File: src/rtl/riscv_mem_pkg.sv
`default_nettype none
// ============================================================================
// Module      : riscv_mem_pkg
// Description : Shared encodings for the MEM stage: funct3 access size codes
//               and the load/store FSM state type.
// Revision    : 1.0 - initial release
// ============================================================================
package riscv_mem_pkg;

    // Load/store size and sign codes carried in funct3
    localparam logic [2:0] F3_LB  = 3'b000;
    localparam logic [2:0] F3_LH  = 3'b001;
    localparam logic [2:0] F3_LW  = 3'b010;
    localparam logic [2:0] F3_LBU = 3'b100;
    localparam logic [2:0] F3_LHU = 3'b101;

    // MEM stage controller states
    typedef enum logic [0:0] {
        S_IDLE   = 1'b0,
        S_ACCESS = 1'b1
    } state_t;

endpackage
`default_nettype wire

File: src/rtl/load_store_align.sv
`default_nettype none
// ============================================================================
// Module      : load_store_align
// Description : Combinational lane steering. Builds store byte enables and
//               replicated write data, extracts and extends load data, and
//               flags misaligned half/word accesses. Unknown funct3 codes
//               behave as a word access.
// Revision    : 1.0 - initial release
// ============================================================================
module load_store_align
    import riscv_mem_pkg::*;
(
    input  logic [2:0]  funct3,
    input  logic [1:0]  addr_lo,
    input  logic [31:0] store_data,
    input  logic [31:0] load_word,
    output logic [3:0]  store_be,
    output logic [31:0] store_wdata,
    output logic [31:0] load_data,
    output logic        misalign
);

    logic [7:0]  ld_byte;
    logic [15:0] ld_half;

    assign ld_byte = load_word[{addr_lo, 3'b000} +: 8];
    assign ld_half = addr_lo[1] ? load_word[31:16] : load_word[15:0];

    // Decode access size into lanes, extension and alignment check
    always_comb begin
        store_be    = 4'b1111;
        store_wdata = store_data;
        load_data   = load_word;
        misalign    = |addr_lo;
        case (funct3)
            F3_LB, F3_LBU: begin
                store_be    = 4'b0001 << addr_lo;
                store_wdata = {4{store_data[7:0]}};
                load_data   = (funct3 == F3_LB) ? {{24{ld_byte[7]}}, ld_byte}
                                                : {24'h0, ld_byte};
                misalign    = 1'b0;
            end
            F3_LH, F3_LHU: begin
                store_be    = addr_lo[1] ? 4'b1100 : 4'b0011;
                store_wdata = {2{store_data[15:0]}};
                load_data   = (funct3 == F3_LH) ? {{16{ld_half[15]}}, ld_half}
                                                : {16'h0, ld_half};
                misalign    = addr_lo[0];
            end
            default: begin
                store_be    = 4'b1111;
                store_wdata = store_data;
                load_data   = load_word;
                misalign    = |addr_lo;
            end
        endcase
    end

endmodule
`default_nettype wire

File: src/rtl/mem_wb_lsu_stage.sv
`default_nettype none
// ============================================================================
// Module      : mem_wb_lsu_stage
// Description : MEM stage with MEM/WB pipeline register. Issues loads/stores
//               on a req/ready data port with a timeout abort, stalls the
//               upstream pipe while an access is outstanding and registers
//               the result for write-back.
// Revision    : 1.0 - initial release
// ============================================================================
module mem_wb_lsu_stage
    import riscv_mem_pkg::*;
#(
    parameter int TIMEOUT_CYCLES = 16
)(
    input  logic        clk,
    input  logic        rst_n,
    input  logic        MemtoReg_mem,
    input  logic        RegWrite_mem,
    input  logic        MemWrite_mem,
    input  logic [2:0]  funct3_mem,
    input  logic [31:0] ALUResult_mem,
    input  logic [31:0] MemWriteData_mem,
    input  logic [4:0]  rdAddr_mem,
    output logic        dmem_req,
    output logic        dmem_we,
    output logic [31:0] dmem_addr,
    output logic [3:0]  dmem_be,
    output logic [31:0] dmem_wdata,
    input  logic        dmem_ready,
    input  logic [31:0] dmem_rdata,
    output logic        stall_mem,
    output logic        misalign_exc,
    output logic        bus_err,
    output logic        RegWrite_wb,
    output logic        MemtoReg_wb,
    output logic [4:0]  rdAddr_wb,
    output logic [31:0] ALUResult_wb,
    output logic [31:0] MemReadData_wb
);

    localparam int              CNT_W    = $clog2(TIMEOUT_CYCLES);
    localparam logic [CNT_W-1:0] CNT_LAST = CNT_W'(TIMEOUT_CYCLES - 1);

    state_t            state;
    logic [CNT_W-1:0]  count;

    logic        mem_op;
    logic        misalign;
    logic        timeout;
    logic [3:0]  store_be;
    logic [31:0] store_wdata;
    logic [31:0] load_ext;

    assign mem_op  = MemtoReg_mem | MemWrite_mem;
    assign timeout = (count == CNT_LAST);

    load_store_align u_align (
        .funct3      (funct3_mem),
        .addr_lo     (ALUResult_mem[1:0]),
        .store_data  (MemWriteData_mem),
        .load_word   (dmem_rdata),
        .store_be    (store_be),
        .store_wdata (store_wdata),
        .load_data   (load_ext),
        .misalign    (misalign)
    );

    // Request is a pure state decode so reset drops it on the very next cycle
    assign dmem_req   = (state == S_ACCESS);
    assign dmem_we    = MemWrite_mem;
    assign dmem_addr  = {ALUResult_mem[31:2], 2'b00};
    assign dmem_be    = MemWrite_mem ? store_be : 4'b0000;
    assign dmem_wdata = store_wdata;

    // Per-cycle hazard and exception indications
    always_comb begin
        stall_mem    = 1'b0;
        misalign_exc = 1'b0;
        bus_err      = 1'b0;
        case (state)
            S_IDLE: begin
                misalign_exc = mem_op & misalign;
                stall_mem    = mem_op & ~misalign;
            end
            S_ACCESS: begin
                if (!dmem_ready) begin
                    if (timeout) bus_err   = 1'b1;
                    else         stall_mem = 1'b1;
                end
            end
            default: ;
        endcase
    end

    // Access FSM, timeout counter and MEM/WB register; WB sees a bubble
    // (no write, no load) on every edge that does not retire an instruction
    always_ff @(posedge clk) begin
        if (!rst_n) begin
            state          <= S_IDLE;
            count          <= '0;
            RegWrite_wb    <= 1'b0;
            MemtoReg_wb    <= 1'b0;
            rdAddr_wb      <= 5'd0;
            ALUResult_wb   <= 32'd0;
            MemReadData_wb <= 32'd0;
        end else begin
            RegWrite_wb <= 1'b0;
            MemtoReg_wb <= 1'b0;
            case (state)
                S_IDLE: begin
                    if (!mem_op) begin
                        RegWrite_wb  <= RegWrite_mem;
                        rdAddr_wb    <= rdAddr_mem;
                        ALUResult_wb <= ALUResult_mem;
                    end else if (!misalign) begin
                        state <= S_ACCESS;
                        count <= '0;
                    end
                end
                S_ACCESS: begin
                    if (dmem_ready) begin
                        RegWrite_wb    <= RegWrite_mem & MemtoReg_mem;
                        MemtoReg_wb    <= MemtoReg_mem;
                        rdAddr_wb      <= rdAddr_mem;
                        ALUResult_wb   <= ALUResult_mem;
                        MemReadData_wb <= load_ext;
                        state          <= S_IDLE;
                    end else if (timeout) begin
                        state <= S_IDLE;
                        count <= '0;
                    end else begin
                        count <= count + CNT_W'(1);
                    end
                end
                default: state <= S_IDLE;
            endcase
        end
    end

endmodule
`default_nettype wire

File: config.mk
export PLATFORM = sky130hd
export DESIGN_NAME = mem_wb_lsu_stage
export DESIGN_NICKNAME = d
export VERILOG_FILES = /design/src/rtl/riscv_mem_pkg.sv /design/src/rtl/load_store_align.sv /design/src/rtl/mem_wb_lsu_stage.sv
export SDC_FILE = /design/constraint.sdc
export NUM_CORES = 1
export LEC_CHECK = 0
export BUFFER_PORTS_ARGS = -buffer_cell sky130_fd_sc_hd__buf_2
export CAP_MARGIN = 20
export CORE_MARGIN = 3
export CORE_UTILIZATION = 48
export CTS_BUF_LIST = sky130_fd_sc_hd__clkbuf_4
export DETAILED_ROUTE_END_ITERATION = 7
export PLACE_DENSITY = 0.91
export SETUP_SLACK_MARGIN = 0.02
export SYNTH_ARGS = -nofsm -noshare
export SYNTH_HDL_FRONTEND = slang
export SYNTH_SLANG_ARGS = --single-unit
File: constraint.sdc
create_clock -name clk -period 2.6 [get_ports clk]
set_input_delay 0.52 -clock clk [delete_from_list [all_inputs] [get_ports clk]]
set_output_delay 0.52 -clock clk [all_outputs]
set_load 0.005 [all_outputs]
Word level (Yosys, flattened, before mapping)

Cells that the tools add are included.

Bits in registers: 76
Logic and storage cells: 66
Output and inout bits: 144

Reductions and logical operators: 8
Shift operators: 2
Add/sub/neg operators: 1
Equal/unequal tests: 9
Bitwise gates (word level): 6
Muxes and demuxes: 33

Operators by type and width:

| operator                                         | count |
|---|---|
| case mux 32 bit (2 select lines)                 | 3 |
| two-way mux 32 bit                               | 4 |
| variable part select 32 x 6 -> 8 bit             | 1 |
| two-way mux 4 bit                                | 6 |
| two-way mux 16 bit                               | 1 |
| case mux 4 bit (2 select lines)                  | 2 |
| two-way mux 1 bit                                | 10 |
| two-way mux 5 bit                                | 2 |
| != test 2 bit (second input constant)            | 5 |
| case mux 5 bit (2 select lines)                  | 1 |
| case mux 1 bit (2 select lines)                  | 4 |
| == test 3 bit (second input constant)            | 2 |
| AND reduction 3 bit                              | 2 |
| OR reduction 2 bit                               | 3 |
| adder 4 x 1 -> 4 bit (second input constant)     | 1 |
| == test 4 bit (second input constant)            | 1 |
| AND reduction 2 bit                              | 2 |
| << shifter 1 x 2 -> 4 bit (first input constant) | 1 |
| bitwise AND 1 bit                                | 3 |
| == test 3 x 1 -> 1 bit (second input constant)   | 1 |
| zero test 3 bit                                  | 1 |
| NOT 1 bit                                        | 2 |
| bitwise OR 1 bit                                 | 1 |

Longest topological paths before layout

Word-level depth: 6
Depth in mapped cells: 6

Cells and area by module

Synthesis repeated with hierarchy kept, for this count alone.

Cell total of the unflattened synthesis: 568
Area, all modules: 4463.0 um^2

By module, submodules not included:

| module           | area each (um^2) | cells an instance | times used |
|---|---|---|---|
| mem_wb_lsu_stage | 3228.1           | 379               | 1 |
| load_store_align | 1234.9           | 189               | 1 |

Worst setup path after synthesis

Ideal clock, no wire load.

Path kind: input-to-output
Start: input funct3_mem[1]
End: output dmem_wdata[8]
Stages: 4
Data arrival time: 1480 ps
Buffers on the path: 2
Setup slack: 600 ps
Data required time: 2080 ps
Path through: buf_2 -> nor2_2 -> buf_4 -> mux2_2

Word-level cells in the longest chain between the ends: 3
Elaborated cells on any way between the ends: 7

RTL lines:

| item                                  | RTL line               | RTL |
|---|---|---|
| from (decl)                           | mem_wb_lsu_stage.sv:20 | `input logic [2:0] funct3_mem,` |
| == test 3 bit (tied with other cells) | load_store_align.sv:35 | `case (funct3)` |
| OR reduction 2 bit                    | load_store_align.sv:35 |  |
| case mux 32 bit (2 select lines) (*)  | load_store_align.sv:35 |  |
| to (decl)                             | mem_wb_lsu_stage.sv:28 | `output logic [31:0] dmem_wdata,` |

Every way passes the cells marked *; elsewhere a longest branch is shown, timed or not.

Worst setup path in the final report

Start: input funct3_mem[0]
End: output dmem_wdata[11]

Same word-level chain as after synthesis.

==> run summary <==
Outcome: complete, no violations
CP required: 2.08 ns
Clock transition at the registers of the reported paths: 0.12 ns
Reg2reg start: dmem_req
FFs w/ async S/R, synth: 0%
Hpwl dp: 10.15 mm
Total number of yosys warnings: 0
Final Max Tran Viols: 0
Grt ovf: 0
Row cnt: 33
Arrival @ worst endpoint: 1.67 ns
Number of global-route vias before repair: 4,221
Buffers added on ports: 251
Antenna violations before repair: 0
Postcts setup bufs: 0
Fmax achieved: 456.9 MHz
Final Cycle Share: 84.18%
Core footprint: 8299 um2
Via Count: 4,396
PnR Total Power: 2.573 mW
Die Area: 9809 um2
Starting density of the core: 50.07%
Post-synth top flop: dfxtp_1
H-tree lvl count: 3
Yosys reg bits: 76
Ant. Diodes: 0
Vias per inst: 5.427
Area growth from synthesis to final layout: 25.87%
Setup total negative slack: 0 ns
Post-CTS Resized: 0
Count of cell types in the netlist: 49
Placer Congestion: 0.9240
Most common cell after layout, fill and taps aside: buf_2
Clk_skew: 0.01172 ns
Maximum vdd ir drop: 249.0 uV
Nets: 812
Global-route wire length before repair: 20.34 mm
Largest net degree at the start of global routing: 49
Worst Setup SP: funct3_mem[0]
Fillers: 763
DRT Pass-1 Iters: 4
Antenna Nets Post-Route: 0
Max-Cap Viols: 0
CTS Hold Bufs: 0
Post-Syn Instances: 507
Slew margin rel.: 47.64%
Sequential share of the synthesized area: 36.62%
Hold Path Class: primary input to register
Setup violators final: 0
CTS max path bufs: 2
Hold Crit Start: RegWrite_mem
Layout cells sized above 1: 43.40%
DRT iter0 DRCs: 239
Minimum clock period: 2.189 ns
Clock latency on the worst-skew pair: 0.40 ns
Final hold violations: 0
CTS tree: yes
GRT Util Overall: 25.59%
Crit Path Class: primary input to output pin
# IOs: 254
Final wirelength: 13.09 mm
RSZ-0062 raised after global routing: no
P per Cell Area: 492.0 nW/um2
WL/cell: 16.16 um
Mapped cell area: 4155 um2
DRC viols: 0
Num CTS Buffers: 9
Die width: 99.04 um
Mean post-synth cell area: 8.196 um2
CP Capture Type: output pin
Crit start category: primary input
Clock sinks: 76
Most frequent cells in the layout: buf_2, nand2_1, dfxtp_1
Slew @ Worst Pin: 0.7835 ns
Post-synth EDFFs: 0
CP max FO: 12
Clock root buffer: clkbuf_4
Die Y: 99.04 um
Leak: 2.607 nW
sequential cells by signal, indices dropped and copies added (netlist names):
register        flops
rdAddr_wb           5
MemReadData_wb     32
count               4
MemtoReg_wb         1
ALUResult_wb       32
RegWrite_wb         1
dmem_req            1
critical path, cell delays in order:
cell and delay [ns]:
buf_2 0.18, nor2_2 0.43, mux2_2 0.41, buf_2 0.13
final timing paths:
path	endpoint	slack, ns	depth (start not counted)
setup / recovery	dmem_wdata[11]	0.41	4
hold / removal	RegWrite_wb	0.33	3
setup reg to reg	MemReadData_wb[13]	0.88	4
hold reg to reg	ALUResult_wb[28]	0.46	2
where the power goes:
| group | total [mW] | internal, mW | switching (mW) |
|---|---|---|---|
| combinational | 0.606 | 0.282 | 0.324 |
| clock | 0.700 | 0.296 | 0.404 |
| sequential | 1.27 | 1.23 | 0.0340 |
area by class of cell:
cell class | instances | area [um2] | area share (%)
multi-input cells | 344 | 2087 | 39.90
flip-flops and latches | 76 | 1521 | 29.09
repair buffers | 260 | 1324 | 25.31
well taps | 105 | 131.4 | 2.512
clock buffers | 10 | 75.07 | 1.435
clock inverters | 5 | 53.80 | 1.029
inverters | 10 | 37.54 | 0.7177
cell usage after synthesis (2+ instances only):
| cell type | n | area (um2) |
|---|---|---|
| clkbuf_1 | 17 | 63.81 |
| a22oi_1 | 8 | 60.06 |
| nand3_1 | 2 | 10.01 |
| nand2b_1 | 4 | 25.02 |
| nor2_1 | 4 | 15.01 |
| inv_1 | 10 | 37.54 |
| nor2b_1 | 3 | 18.77 |
| o21ai_0 | 43 | 215.2 |
| or3_1 | 2 | 12.51 |
| o21a_1 | 2 | 15.01 |
| mux2i_1 | 10 | 100.1 |
| dfxtp_1 | 76 | 1521 |
| buf_2 | 10 | 50.05 |
| a22o_1 | 7 | 61.31 |
| buf_6 | 5 | 56.30 |
| a21oi_1 | 36 | 180.2 |
| and2_1 | 7 | 43.79 |
| o2bb2ai_1 | 7 | 61.31 |
| a221oi_1 | 7 | 61.31 |
| or2_1 | 2 | 12.51 |
| buf_4 | 45 | 337.8 |
| a21boi_0 | 7 | 52.55 |
| mux2_2 | 23 | 259.0 |
| nand2_1 | 114 | 427.9 |
| o22ai_1 | 2 | 12.51 |
| a21boi_1 | 30 | 225.2 |
| nor2_4 | 2 | 22.52 |
per-layer routing:
layer	share of wire [%]	routed length [um]	global-route usage, %	up-vias
met5	0	0	0	-
met4	1.5	192	7.668	0
met3	9.9	1290	8.280	16
met2	51	6619	45.51	229
met1	38	4985	29.07	2060
li1	-	-	-	2091
kinds of logic after synthesis:
group	share of synthesized area, %
compound gates	25.08
other cells	0.09025
buf+inv	13.25
flops	36.62
simple gates	15.39
mux	9.274
fa+ha+maj	0.3011
metrics by stage:
stage / setup slack (ns) / util [%] / hold WS, ns / std cells / instance area [um2]
finish: 0.4114 / 63.02 / 0.3307 / 810 / 5230
global route: 0.3483 / 63.02 / 0.2894 / 810 / 5230
CTS: 0.4159 / 63.02 / 0.3006 / 810 / 5230
detailed placement: 0.4172 / 61.47 / 0.4404 / 795 / 5101
global placement: 0.4730 / 61.47 / 0.4332 / 795 / 5101
floorplan: 0.6004 / - / 0.4471 / 508 / 4159
No activity file was read; power rests on OpenSTA's default activity.
